### src/rtl/rtc_access_scheduler_if.sv
`default_nettype none
// ============================================================================
// Module      : rtc_access_scheduler_if
// Description : Bundles the requester handshakes, the poll result stream and
//               the transaction-engine signals of rtc_access_scheduler.
//               The slave modport is the scheduler's view. The master modport
//               is the view of the surrounding system: requesters, poller
//               enable, engine and status consumers.
// Ports       : init_*  power-up init write request / ack
//               usr_*   user-edit read/write request / ack / read data
//               poll_en periodic sweep enable
//               eng_*   single transaction-engine launch / completion
//               rd_*    poll read results
//               owner, err, poll_overrun  status
// Revision    : 1.0  initial release
// ============================================================================
interface rtc_access_scheduler_if;
  // init requester
  logic       init_req;
  logic [7:0] init_addr;
  logic [7:0] init_data;
  logic       init_ack;
  // user requester
  logic       usr_req;
  logic       usr_wr;
  logic [7:0] usr_addr;
  logic [7:0] usr_data;
  logic       usr_ack;
  logic [7:0] usr_rdata;
  // poller
  logic       poll_en;
  logic       rd_valid;
  logic [3:0] rd_index;
  logic [7:0] rd_data;
  // transaction engine
  logic       eng_start;
  logic       eng_wr;
  logic [7:0] eng_addr;
  logic [7:0] eng_wdata;
  logic       eng_done;
  logic [7:0] eng_rdata;
  // status
  logic [1:0] owner;
  logic       err;
  logic       poll_overrun;

  modport slave (
    input  init_req, init_addr, init_data, usr_req, usr_wr, usr_addr,
           usr_data, poll_en, eng_done, eng_rdata,
    output init_ack, usr_ack, usr_rdata, rd_valid, rd_index, rd_data,
           eng_start, eng_wr, eng_addr, eng_wdata, owner, err, poll_overrun
  );

  modport master (
    output init_req, init_addr, init_data, usr_req, usr_wr, usr_addr,
           usr_data, poll_en, eng_done, eng_rdata,
    input  init_ack, usr_ack, usr_rdata, rd_valid, rd_index, rd_data,
           eng_start, eng_wr, eng_addr, eng_wdata, owner, err, poll_overrun
  );
endinterface
`default_nettype wire

### src/rtl/rtc_access_scheduler.sv
`default_nettype none
// ============================================================================
// Module      : rtc_access_scheduler
// Description : Shares one RTC bus-transaction engine between the init
//               sequencer, the user-edit controller and a periodic poller
//               that refreshes the time/date shadow registers. One
//               transaction at a time, read data routed to its owner, and a
//               watchdog that aborts a hung engine.
// Ports       : clk    system clock, rising edge
//               reset  asynchronous active-high reset
//               bus    rtc_access_scheduler_if.slave (requests, engine,
//                      poll results, status)
// Revision    : 1.0  initial release
// ============================================================================
module rtc_access_scheduler #(
  parameter int         POLL_PERIOD = 100000,
  parameter logic [7:0] POLL_BASE   = 8'h21,
  parameter int         N_POLL      = 6,
  parameter int         TIMEOUT     = 255
) (
  input wire logic              clk,
  input wire logic              reset,
  rtc_access_scheduler_if.slave bus
);

  localparam int         c_TIMER_W  = (POLL_PERIOD > 1) ? $clog2(POLL_PERIOD) : 1;
  localparam int         c_WDOG_W   = (TIMEOUT > 0) ? $clog2(TIMEOUT + 1) : 1;
  localparam logic [c_TIMER_W-1:0] c_TIMER_MAX = c_TIMER_W'(POLL_PERIOD - 1);
  localparam logic [c_WDOG_W-1:0]  c_WDOG_MAX  = c_WDOG_W'(TIMEOUT);
  localparam logic [3:0] c_LAST_IDX = 4'(N_POLL - 1);

  localparam logic [1:0] c_OWN_NONE = 2'd0;
  localparam logic [1:0] c_OWN_INIT = 2'd1;
  localparam logic [1:0] c_OWN_USER = 2'd2;
  localparam logic [1:0] c_OWN_POLL = 2'd3;

  typedef enum logic [1:0] {
    S_IDLE  = 2'd0,
    S_START = 2'd1,
    S_WAIT  = 2'd2
  } state_t;

  state_t r_state;
  state_t w_state_nxt;

  logic [1:0]           r_owner;
  logic                 r_wr;
  logic [7:0]           r_addr;
  logic [7:0]           r_wdata;
  logic [c_TIMER_W-1:0] r_timer;
  logic [c_WDOG_W-1:0]  r_wdog;
  logic [3:0]           r_index;
  logic                 r_poll_pend;   // a poll transaction awaits grant
  logic                 r_last_user;   // last user-vs-poll grant went to user
  logic                 r_init_ack;
  logic                 r_usr_ack;
  logic [7:0]           r_usr_rdata;
  logic                 r_rd_valid;
  logic [3:0]           r_rd_index;
  logic [7:0]           r_rd_data;
  logic                 r_err;
  logic                 r_poll_overrun;

  logic [1:0] w_grant;
  logic       w_done;
  logic       w_abort;
  logic       w_init_v;
  logic       w_usr_v;
  logic       w_poll_v;
  logic       w_tc;

  // A requester holds its request through the ack cycle; masking it there
  // keeps that same request from being granted a second time.
  assign w_init_v = bus.init_req & ~r_init_ack;
  assign w_usr_v  = bus.usr_req  & ~r_usr_ack;
  assign w_poll_v = r_poll_pend  & bus.poll_en;
  assign w_tc     = bus.poll_en  & (r_timer == c_TIMER_MAX);

  // --------------------------------------------------------------------------
  // FSM state register
  // --------------------------------------------------------------------------
  always_ff @(posedge clk or posedge reset) begin
    if (reset) r_state <= S_IDLE;
    else       r_state <= w_state_nxt;
  end

  // --------------------------------------------------------------------------
  // FSM next state, grant decision, completion / abort detection
  // --------------------------------------------------------------------------
  always_comb begin
    w_state_nxt = r_state;
    w_grant     = c_OWN_NONE;
    w_done      = 1'b0;
    w_abort     = 1'b0;
    case (r_state)
      S_IDLE: begin
        // Alternation memory only tracks user-vs-poll grants, so an init
        // write slipped in between does not break user/poll fairness.
        if (w_init_v)                            w_grant = c_OWN_INIT;
        else if (w_usr_v && w_poll_v && r_last_user) w_grant = c_OWN_POLL;
        else if (w_usr_v)                        w_grant = c_OWN_USER;
        else if (w_poll_v)                       w_grant = c_OWN_POLL;
        if (w_grant != c_OWN_NONE) w_state_nxt = S_START;
      end
      S_START: w_state_nxt = S_WAIT;
      S_WAIT: begin
        // eng_done takes precedence over an expiring watchdog
        if (bus.eng_done) begin
          w_done      = 1'b1;
          w_state_nxt = S_IDLE;
        end else if (r_wdog == c_WDOG_MAX) begin
          w_abort     = 1'b1;
          w_state_nxt = S_IDLE;
        end
      end
      default: w_state_nxt = S_IDLE;
    endcase
  end

  // --------------------------------------------------------------------------
  // Datapath: latched transaction, poll timer/sweep, watchdog, result pulses
  // --------------------------------------------------------------------------
  always_ff @(posedge clk or posedge reset) begin
    if (reset) begin
      r_owner        <= c_OWN_NONE;
      r_wr           <= 1'b0;
      r_addr         <= 8'h00;
      r_wdata        <= 8'h00;
      r_timer        <= '0;
      r_wdog         <= '0;
      r_index        <= 4'd0;
      r_poll_pend    <= 1'b0;
      r_last_user    <= 1'b0;
      r_init_ack     <= 1'b0;
      r_usr_ack      <= 1'b0;
      r_usr_rdata    <= 8'h00;
      r_rd_valid     <= 1'b0;
      r_rd_index     <= 4'd0;
      r_rd_data      <= 8'h00;
      r_err          <= 1'b0;
      r_poll_overrun <= 1'b0;
    end else begin
      r_init_ack     <= 1'b0;
      r_usr_ack      <= 1'b0;
      r_usr_rdata    <= 8'h00;
      r_rd_valid     <= 1'b0;
      r_rd_index     <= 4'd0;
      r_rd_data      <= 8'h00;
      r_err          <= 1'b0;
      r_poll_overrun <= 1'b0;

      if (!bus.poll_en || w_tc) r_timer <= '0;
      else                      r_timer <= r_timer + c_TIMER_W'(1);

      if (r_state == S_WAIT) r_wdog <= r_wdog + c_WDOG_W'(1);
      else                   r_wdog <= '0;

      // A sweep counts as busy while a poll is queued or in flight,
      // including the cycle its final eng_done arrives.
      if (w_tc) begin
        if (r_poll_pend || (r_owner == c_OWN_POLL)) begin
          r_poll_overrun <= 1'b1;
        end else begin
          r_poll_pend <= 1'b1;
          r_index     <= 4'd0;
        end
      end

      case (w_grant)
        c_OWN_INIT: begin
          r_owner <= c_OWN_INIT;
          r_wr    <= 1'b1;
          r_addr  <= bus.init_addr;
          r_wdata <= bus.init_data;
        end
        c_OWN_USER: begin
          r_owner     <= c_OWN_USER;
          r_wr        <= bus.usr_wr;
          r_addr      <= bus.usr_addr;
          r_wdata     <= bus.usr_data;
          r_last_user <= 1'b1;
        end
        c_OWN_POLL: begin
          r_owner     <= c_OWN_POLL;
          r_wr        <= 1'b0;
          r_addr      <= POLL_BASE + {4'h0, r_index};
          r_wdata     <= 8'h00;
          r_last_user <= 1'b0;
          r_poll_pend <= 1'b0;
        end
        default: ;
      endcase

      if (w_done || w_abort) begin
        r_owner <= c_OWN_NONE;
        r_err   <= w_abort;
        case (r_owner)
          c_OWN_INIT: r_init_ack <= 1'b1;
          c_OWN_USER: begin
            r_usr_ack   <= 1'b1;
            r_usr_rdata <= (w_done && !r_wr) ? bus.eng_rdata : 8'h00;
          end
          c_OWN_POLL: begin
            // An aborted poll abandons the sweep: nothing is re-queued.
            if (w_done) begin
              r_rd_valid <= 1'b1;
              r_rd_index <= r_index;
              r_rd_data  <= bus.eng_rdata;
              if (r_index != c_LAST_IDX) begin
                r_index     <= r_index + 4'd1;
                r_poll_pend <= 1'b1;
              end
            end
          end
          default: ;
        endcase
      end

      // Disabling the poller drops any queued poll; an in-flight one still
      // completes above.
      if (!bus.poll_en) r_poll_pend <= 1'b0;
    end
  end

  assign bus.eng_start    = (r_state == S_START);
  assign bus.eng_wr       = r_wr;
  assign bus.eng_addr     = r_addr;
  assign bus.eng_wdata    = r_wdata;
  assign bus.owner        = r_owner;
  assign bus.init_ack     = r_init_ack;
  assign bus.usr_ack      = r_usr_ack;
  assign bus.usr_rdata    = r_usr_rdata;
  assign bus.rd_valid     = r_rd_valid;
  assign bus.rd_index     = r_rd_index;
  assign bus.rd_data      = r_rd_data;
  assign bus.err          = r_err;
  assign bus.poll_overrun = r_poll_overrun;

endmodule
`default_nettype wire
### src/flat_wrapper.sv
// flat-port wrapper written by rule: the top's interface ports become plain ports
module rtc_access_scheduler_flat 
#(
  parameter int         POLL_PERIOD = 100000,
  parameter logic [7:0] POLL_BASE   = 8'h21,
  parameter int         N_POLL      = 6,
  parameter int         TIMEOUT     = 255
)
  (clk, reset, bus_init_req, bus_init_addr, bus_init_data, bus_usr_req, bus_usr_wr, bus_usr_addr, bus_usr_data, bus_poll_en, bus_eng_done, bus_eng_rdata, bus_init_ack, bus_usr_ack, bus_usr_rdata, bus_rd_valid, bus_rd_index, bus_rd_data, bus_eng_start, bus_eng_wr, bus_eng_addr, bus_eng_wdata, bus_owner, bus_err, bus_poll_overrun);
  rtc_access_scheduler_if bus_i ();
  input wire logic clk;
  input wire logic reset;
  input wire logic [$bits(bus_i.init_req)-1:0] bus_init_req;
  input wire logic [$bits(bus_i.init_addr)-1:0] bus_init_addr;
  input wire logic [$bits(bus_i.init_data)-1:0] bus_init_data;
  input wire logic [$bits(bus_i.usr_req)-1:0] bus_usr_req;
  input wire logic [$bits(bus_i.usr_wr)-1:0] bus_usr_wr;
  input wire logic [$bits(bus_i.usr_addr)-1:0] bus_usr_addr;
  input wire logic [$bits(bus_i.usr_data)-1:0] bus_usr_data;
  input wire logic [$bits(bus_i.poll_en)-1:0] bus_poll_en;
  input wire logic [$bits(bus_i.eng_done)-1:0] bus_eng_done;
  input wire logic [$bits(bus_i.eng_rdata)-1:0] bus_eng_rdata;
  output wire logic [$bits(bus_i.init_ack)-1:0] bus_init_ack;
  output wire logic [$bits(bus_i.usr_ack)-1:0] bus_usr_ack;
  output wire logic [$bits(bus_i.usr_rdata)-1:0] bus_usr_rdata;
  output wire logic [$bits(bus_i.rd_valid)-1:0] bus_rd_valid;
  output wire logic [$bits(bus_i.rd_index)-1:0] bus_rd_index;
  output wire logic [$bits(bus_i.rd_data)-1:0] bus_rd_data;
  output wire logic [$bits(bus_i.eng_start)-1:0] bus_eng_start;
  output wire logic [$bits(bus_i.eng_wr)-1:0] bus_eng_wr;
  output wire logic [$bits(bus_i.eng_addr)-1:0] bus_eng_addr;
  output wire logic [$bits(bus_i.eng_wdata)-1:0] bus_eng_wdata;
  output wire logic [$bits(bus_i.owner)-1:0] bus_owner;
  output wire logic [$bits(bus_i.err)-1:0] bus_err;
  output wire logic [$bits(bus_i.poll_overrun)-1:0] bus_poll_overrun;
  assign bus_i.init_req = bus_init_req;
  assign bus_i.init_addr = bus_init_addr;
  assign bus_i.init_data = bus_init_data;
  assign bus_i.usr_req = bus_usr_req;
  assign bus_i.usr_wr = bus_usr_wr;
  assign bus_i.usr_addr = bus_usr_addr;
  assign bus_i.usr_data = bus_usr_data;
  assign bus_i.poll_en = bus_poll_en;
  assign bus_i.eng_done = bus_eng_done;
  assign bus_i.eng_rdata = bus_eng_rdata;
  assign bus_init_ack = bus_i.init_ack;
  assign bus_usr_ack = bus_i.usr_ack;
  assign bus_usr_rdata = bus_i.usr_rdata;
  assign bus_rd_valid = bus_i.rd_valid;
  assign bus_rd_index = bus_i.rd_index;
  assign bus_rd_data = bus_i.rd_data;
  assign bus_eng_start = bus_i.eng_start;
  assign bus_eng_wr = bus_i.eng_wr;
  assign bus_eng_addr = bus_i.eng_addr;
  assign bus_eng_wdata = bus_i.eng_wdata;
  assign bus_owner = bus_i.owner;
  assign bus_err = bus_i.err;
  assign bus_poll_overrun = bus_i.poll_overrun;
  rtc_access_scheduler #(.POLL_PERIOD(POLL_PERIOD), .POLL_BASE(POLL_BASE), .N_POLL(N_POLL), .TIMEOUT(TIMEOUT)) u_core (.clk(clk), .reset(reset), .bus(bus_i));
endmodule
### config.mk
export PLATFORM = sky130hd
export DESIGN_NAME = rtc_access_scheduler_flat
export DESIGN_NICKNAME = d
export VERILOG_FILES = /design/src/rtl/rtc_access_scheduler_if.sv /design/src/rtl/rtc_access_scheduler.sv /design/src/flat_wrapper.sv
export SDC_FILE = /design/constraint.sdc
export NUM_CORES = 1
export LEC_CHECK = 0
export BUFFER_PORTS_ARGS = -buffer_cell sky130_fd_sc_hd__buf_2
export CAP_MARGIN = 20
export CORE_MARGIN = 3
export CORE_UTILIZATION = 50
export DETAILED_ROUTE_END_ITERATION = 12
export GPL_ROUTABILITY_DRIVEN = 0
export GPL_TIMING_DRIVEN = 1
export PLACE_DENSITY = 0.84
export SLEW_MARGIN = 10
export SYNTH_ARGS = -nofsm -noshare
export SYNTH_HDL_FRONTEND = slang
export SYNTH_SLANG_ARGS = --single-unit
### constraint.sdc
create_clock -name clk -period 2.4 [get_ports clk]
set_input_delay 0.24 -clock clk [delete_from_list [all_inputs] [get_ports clk]]
set_output_delay 0.24 -clock clk [all_outputs]
set_load 0.03 [all_outputs]
## Yosys cells after proc, flatten, opt, wreduce, memory -nomap -nowiden

Cells that the tools add are included.

- Reduce and logical (&&, ||, !) cells: 14
- Mux-type cells: 56
- Add/subtract/negate cells: 4
- Equality and inequality tests: 13
- Bitwise logic cells: 6

Operators with widths:

| operator | count |
|---|---|
| 8-bit 2-to-1 mux | 7 |
| 8-bit case mux with 3 select lines | 2 |
| 4-bit 2-to-1 mux | 9 |
| 1-bit 2-to-1 mux | 23 |
| 2-bit 2-to-1 mux | 10 |
| 17-bit by 1-bit adder with 17-bit output, second input constant | 1 |
| 17-bit == test, second input constant | 1 |
| 17-bit 2-to-1 mux | 1 |
| 2-bit case mux with 3 select lines | 2 |
| 2-bit == test, second input constant | 5 |
| 8-bit by 1-bit adder with 8-bit output, second input constant | 1 |
| 8-bit == test, second input constant | 1 |
| 6-bit by 4-bit adder with 7-bit output, first input constant | 1 |
| 2-bit by 1-bit == test with 1-bit output, second input constant | 3 |
| 4-bit by 1-bit adder with 4-bit output, second input constant | 1 |
| 1-bit AND | 4 |
| 4-bit by 3-bit != test with 1-bit output, second input constant | 1 |
| 2-bit nonzero test | 2 |
| 4-bit nonzero test | 1 |
| 1-bit logical AND | 3 |
| 1-bit logical OR | 3 |
| 3-bit by 2-bit != test with 1-bit output, second input constant | 1 |
| 1-bit case mux with 3 select lines | 1 |
| 3-bit nonzero test | 1 |
| other kinds (6) | 8 |

- Logic and storage cells: 111
- Output and inout port bits: 45
- Register bits after elaboration: 77

## Depth between registers and ports, before layout

- Depth in word-level cells: 15
- Mapped depth: 10
- Gate-level depth less buffers: 9

## Least setup slack after synthesis

Ideal clock, no wire load.

- Path type: reg2reg
- Start: register u_core.r_usr_ack, in the netlist u_core.bus.usr_ack
- End: register u_core.r_wdata[0], in the netlist u_core.bus.eng_wdata[0]
- Stages on the path, launching flop included: 11
- Data arrival time: 2117 ps
- Period minus slack after synthesis: 2199 ps
- Path buffers: 2
- Required time: 2317 ps
- Setup time: 83 ps
- Setup slack: 201 ps
- Cells stage by stage: dfrtp_1 > nand2b_1 > nor2_1 > o21ai_0 > and2_1 > ha_1 > clkbuf_1 > nor2_1 > clkbuf_1 > a22oi_1 > o21ai_0

- Cells in the longest elaborated chain, start to end: 10
- Elaborated cells on any way between the ends: 14

Ends and longest elaborated chain:

| element | line | text |
|---|---|---|
| start, declared | rtc_access_scheduler.sv:56 | `logic r_usr_ack;` |
| start signal, assigned | rtc_access_scheduler.sv:135 | `r_usr_ack <= 1'b0;` |
| start signal, assigned | rtc_access_scheduler.sv:144 | `r_usr_ack <= 1'b0;` |
| start signal, assigned | rtc_access_scheduler.sv:200 | `r_usr_ack <= 1'b1;` |
| 1-bit inverter * | rtc_access_scheduler.sv:75 | `assign w_usr_v = bus.usr_req & ~r_usr_ack;` |
| 1-bit AND * | rtc_access_scheduler.sv:75 |  |
| 1-bit logical AND (2 in series) | rtc_access_scheduler.sv:100 | `else if (w_usr_v && w_poll_v && r_last_user) w_grant = c_OWN_POLL;` |
| 2-bit 2-to-1 mux * | rtc_access_scheduler.sv:100 |  |
| 2-bit 2-to-1 mux * | rtc_access_scheduler.sv:99 | `if (w_init_v) w_grant = c_OWN_INIT;` |
| 2-bit 2-to-1 mux * (2 in series) | rtc_access_scheduler.sv:95 | `case (r_state)` |
| 2-bit == test or 2-bit by 1-bit == test with 1-bit output (tied branches) | rtc_access_scheduler.sv:169 | `case (w_grant)` |
| 8-bit case mux with 3 select lines or 3-bit nonzero test (tied branches) | - |  |
| end signal, assigned | rtc_access_scheduler.sv:174 | `r_wdata <= bus.init_data;` |
| end signal, assigned | rtc_access_scheduler.sv:180 | `r_wdata <= bus.usr_data;` |
| end, declared | rtc_access_scheduler.sv:49 | `logic [7:0] r_wdata;` |

Mark *: on every way between the ends. The rest lies on a longest branch, timed or not. The select of a mux whose other input is x is not followed.
A chain may end at the register's enable or synchronous reset.

## Worst setup path in the final report

- Start: register u_core.r_usr_ack, in the netlist u_core.bus.usr_ack
- End: register u_core.r_addr[2], in the netlist u_core.bus.eng_addr[2]

- Cells in the longest elaborated chain, start to end: 10
- Elaborated cells on any way between the ends: 14

Ends and longest elaborated chain:

| element | line | text |
|---|---|---|
| 1-bit inverter * | rtc_access_scheduler.sv:75 |  |
| 1-bit AND * | rtc_access_scheduler.sv:75 |  |
| 1-bit logical AND (2 in series) | rtc_access_scheduler.sv:100 |  |
| 2-bit 2-to-1 mux * | rtc_access_scheduler.sv:100 |  |
| 2-bit 2-to-1 mux * | rtc_access_scheduler.sv:99 |  |
| 2-bit 2-to-1 mux * (2 in series) | rtc_access_scheduler.sv:95 |  |
| 2-bit == test or 2-bit by 1-bit == test with 1-bit output (tied branches) | rtc_access_scheduler.sv:169 |  |
| 8-bit case mux with 3 select lines or 3-bit nonzero test (tied branches) | - |  |
| end signal, assigned | rtc_access_scheduler.sv:173 | `r_addr <= bus.init_addr;` |
| end signal, assigned | rtc_access_scheduler.sv:179 | `r_addr <= bus.usr_addr;` |
| end signal, assigned | rtc_access_scheduler.sv:186 | `r_addr <= POLL_BASE + {4'h0, r_index};` |
| end, declared | rtc_access_scheduler.sv:48 | `logic [7:0] r_addr;` |

Marks and branches as above.

==> impl_metrics.py <==
metrics = {
    "global_routing": {
        "grt_overflow": 0,
        "first_global_vias": 2684,
        "grt_antenna_before_repair": 0,
        "grt_pass1_wl_um": 12300,
        "gr-usage-all-layers_pct": 20.5,
        "grt_start_max_net_pins": 37,
    },
    "sta": {
        "max-slew-margin-rel_pct": 58.4,
        "slew_violations": 0,
        "final_min_period_over_clock_period_pct": 87.6,
        "holdWs_ns": 0.0951,
        "fin_worst_skew_ns": 0.00918,
        "timing_worst_slew_pin_value_ns": 0.624,
        "timing.fmax_mhz": 476,
        "final.min_clock_period_ns": 2.10,
        "unrepaired_setup_endpoints_after_global_routing": "false",
        "timing.final.setup_violations": 0,
        "finalSetupTns_ns": 0,
        "final_hold_viol_count": 0,
    },
    "setup_path": {
        "timing.critical_path.cells": "nand2b_1, nor2_1, o21ai_0, and2_1, ha_2, nor2_1, buf_4, a22oi_1, nand2_1, mux2_2",
        "path_common_cell": "sky130_fd_sc_hd__nor2_1",
        "worstRegToRegCells": 10,
        "critical_path_peak_fanout": 11,
        "slowest_delay_ns": 0.34,
        "regToRegStartpoint": "u_core.bus.usr_ack",
        "critPathTopFamily": "simple AND/OR/NAND/NOR gates",
        "worstSetupStartpointType": "flip-flop",
        "crit-reg2reg-capture": "u_core.bus.eng_addr[2]",
        "crit_arrival_ns": 2.35,
        "crit_type": "flip-flop to flip-flop",
        "timing.critical_path.to_type": "flip-flop",
        "critPathBufInv": 1,
        "crit_required_ns": 2.65,
        "rrSetupSlack_ns": 0.30,
        "cell_type_of_the_slowest_stage_on_the_worst_timing_path": "sky130_fd_sc_hd__dfrtp_1",
    },
    "logic_synthesis": {
        "synthesis.nets": 389,
        "synth_area_per_cell_um2": 10.2,
        "synth-edff-count": 0,
        "synth.lib_cells_used.distinct": 45,
        "post_synth_inst_count": 334,
        "synth_ff_type": "sky130_fd_sc_hd__dfrtp_1",
        "synth-async-reset-ratio_pct": 100,
        "synth_warnings": 0,
        "synth.area.top_cells": "sky130_fd_sc_hd__dfrtp_1 56%, sky130_fd_sc_hd__nand2_1 3.5%, sky130_fd_sc_hd__nor2_1 3.4%",
        "synth_top_area_cell": "sky130_fd_sc_hd__dfrtp_1",
        "ys_ff_latch": 77,
        "synth.cell_area_um2": 3420,
        "synth-seq-area-share_pct": 56.3,
        "yosysTopAreaCellShare_pct": 56.3,
    },
    "routing": {
        "vias_per_cell": 5.46,
        "number_of_nets_with_antenna_violations_after_routing": 0,
        "route.final.wire_length_um": 7420,
        "drt_pass1_iterations": 4,
        "num_vias": 2789,
        "initialDrtViolationCount": 136,
        "route.detailed.wl_per_inst_um": 14.5,
        "detail_route.drc_violations": 0,
    },
    "floorplanning": {
        "floorplan.core_area_um2": 6490,
        "io_pins": 92,
        "die_h_um": 88.7,
        "initial_standard_cell_utilization_of_the_core_pct": 52.7,
        "die_area_um2": 7870,
        "die_w_um": 88.7,
        "floorplan.rows": 29,
    },
    "run_status": {
        "status": "finished, final reports clean",
    },
    "clock_tree": {
        "clock_tree_buffer_depth": 2,
        "tritoncts_num_sinks": 77,
        "tritoncts_buffer_count": 9,
        "clock_tree_from_tritoncts": "done",
        "cts_post_setup_buffers_inserted": 0,
        "clock_insertion_delay_worst_skew_ns": 0.35,
        "root_buffer": "sky130_fd_sc_hd__clkbuf_8",
        "cts_h_tree_lvls": 3,
        "cts.clk_slew.worst_paths_ns": 0.09,
    },
    "power": {
        "leakagePower_nw": 2.13,
        "max-vdd-ir-drop_mv": 0.719,
        "overall_power_w": 0.00403,
        "pwr_density_cell_nw_per_um2": 961,
    },
    "worst_hold_path": {
        "worstHoldPathType": "input port to flip-flop",
        "destination_of_the_worst_hold_path": "u_core.bus.usr_rdata[1]",
        "min_path_cells": 2,
        "hold_start": "bus_eng_rdata[1]",
    },
    "layout": {
        "areaGrowthSynthToFinish_pct": 22.4,
        "fillers": 536,
        "antenna-diode-count": 0,
        "fin_nets": 484,
        "share_of_layout_cells_above_drive_strength_1_pct": 27.2,
    },
    "placement": {
        "buffer_ports.inserted": 91,
        "place_hpwl_um": 5410,
    },
    "job": {
        "maxCapViolCount": 0,
    },
}
## cells by family after synthesis
| logic type | count (synthesis) | share of synthesized area [%] |
|---|---|---|
| and+or+nand+nor | 142 | 21.6 |
| muxes | 2 | 0.622 |
| DFF | 77 | 56.3 |
| adders and majority gates | 8 | 2.93 |
| xor gates and xnor gates | 18 | 4.61 |
| AOI/OAI and AO/OA | 61 | 11.0 |
| buffers and inverters | 26 | 2.89 |
## stage by stage
stage / setup WS, ns / area (um^2) / utilization [%] / cells
after detailed placement: 0.215 / 3980 / 61.2 / 494
after floorplan: 0.193 / 3420 / - / 334
after CTS: 0.187 / 4180 / 64.4 / 511
final: 0.299 / 4190 / 64.5 / 511
after global placement: 0.328 / 3980 / 61.2 / 494
after global routing: 0.0862 / 4190 / 64.5 / 511
## routing by layer
metal	global-route usage (%)	share of wire, %	up-vias	wire length (um)
li1	-	-	1354	-
met1	26.5	45	1353	3340
met2	33.1	48	72	3580
met3	5.49	5.2	10	382
met4	7.97	1.5	0	114
met5	0	0	-	0
## cells in the final DEF (no fill, tap or decap), types with 3 or more instances in the layout
master / instances
sky130_fd_sc_hd__and2_1: 11
sky130_fd_sc_hd__a21oi_1: 11
sky130_fd_sc_hd__nor3_1: 6
sky130_fd_sc_hd__nand3_1: 12
sky130_fd_sc_hd__buf_4: 5
sky130_fd_sc_hd__ha_1: 7
sky130_fd_sc_hd__nand2b_1: 5
sky130_fd_sc_hd__clkinvlp_4: 3
sky130_fd_sc_hd__clkbuf_8: 9
sky130_fd_sc_hd__nor2_1: 31
sky130_fd_sc_hd__xnor2_1: 11
sky130_fd_sc_hd__a211oi_1: 5
sky130_fd_sc_hd__xor2_1: 7
sky130_fd_sc_hd__nand2_1: 32
sky130_fd_sc_hd__and3_1: 14
sky130_fd_sc_hd__nor2b_1: 4
sky130_fd_sc_hd__buf_2: 91
sky130_fd_sc_hd__inv_1: 11
sky130_fd_sc_hd__a22oi_1: 10
sky130_fd_sc_hd__o21ai_0: 22
sky130_fd_sc_hd__dfrtp_1: 77
sky130_fd_sc_hd__nor4_1: 4
sky130_fd_sc_hd__o31ai_1: 3
sky130_fd_sc_hd__nand4_1: 7
## flip-flops by register name (all words and copies together) (netlist names), 2 cells and up
signal                cells
u_core.r_wdog             8
u_core.r_index            4
u_core.bus.rd_data        8
u_core.bus.owner          2
u_core.r_state            2
u_core.bus.eng_addr       8
u_core.bus.usr_rdata      8
u_core.bus.eng_wdata      8
u_core.bus.rd_index       4
u_core.r_timer           17
## synthesized netlist by cell type, types with 7 or more instances
cell type,n
sky130_fd_sc_hd__a21oi_1,11
sky130_fd_sc_hd__a22oi_1,10
sky130_fd_sc_hd__and2_1,11
sky130_fd_sc_hd__and3_1,14
sky130_fd_sc_hd__clkbuf_1,13
sky130_fd_sc_hd__dfrtp_1,77
sky130_fd_sc_hd__ha_1,8
sky130_fd_sc_hd__inv_1,12
sky130_fd_sc_hd__nand2_1,32
sky130_fd_sc_hd__nand3_1,12
sky130_fd_sc_hd__nand4_1,7
sky130_fd_sc_hd__nor2_1,31
sky130_fd_sc_hd__o21ai_0,22
sky130_fd_sc_hd__xnor2_1,11
sky130_fd_sc_hd__xor2_1,7
## cell type report
cell class	count	area, um^2	share of cell area [%]
clock buffer	10	128	3.05
clock inverter	6	70.1	1.67
inverter	12	45.0	1.08
multi-input combinational	231	1400	33.4
sequential	77	1930	46.0
tap	77	96.3	2.30
timing repair buffer	98	523	12.5
## report_power, final
part	switching (W)	internal (W)	total, W
Combinational	0.000901	0.000432	0.00133
Clock	0.000494	0.000487	0.000981
Sequential	0.000179	0.00153	0.00171
Total	0.00157	0.00245	0.00403
## what timing repair did
action                                  4_1_cts  5_1_grt
hold endpoints to repair                     28        0
endpoints found under the setup margin        0        1
hold buffers                                  1        0
resized for setup                             0        1
## worst max path at each step
stage,start,end,depth (start not counted)
floorplan,reset,u_core.bus.eng_addr[0],1
global placement,u_core.bus.usr_ack,u_core.bus.eng_addr[2],10
detailed placement,bus_poll_en,u_core.bus.eng_addr[2],10
CTS,u_core.bus.usr_ack,u_core.bus.eng_addr[2],10
global route,u_core.bus.usr_ack,u_core.bus.eng_addr[2],10
finish,u_core.bus.usr_ack,u_core.bus.eng_addr[2],10
Note: power is estimated with default switching activity, not from simulation.
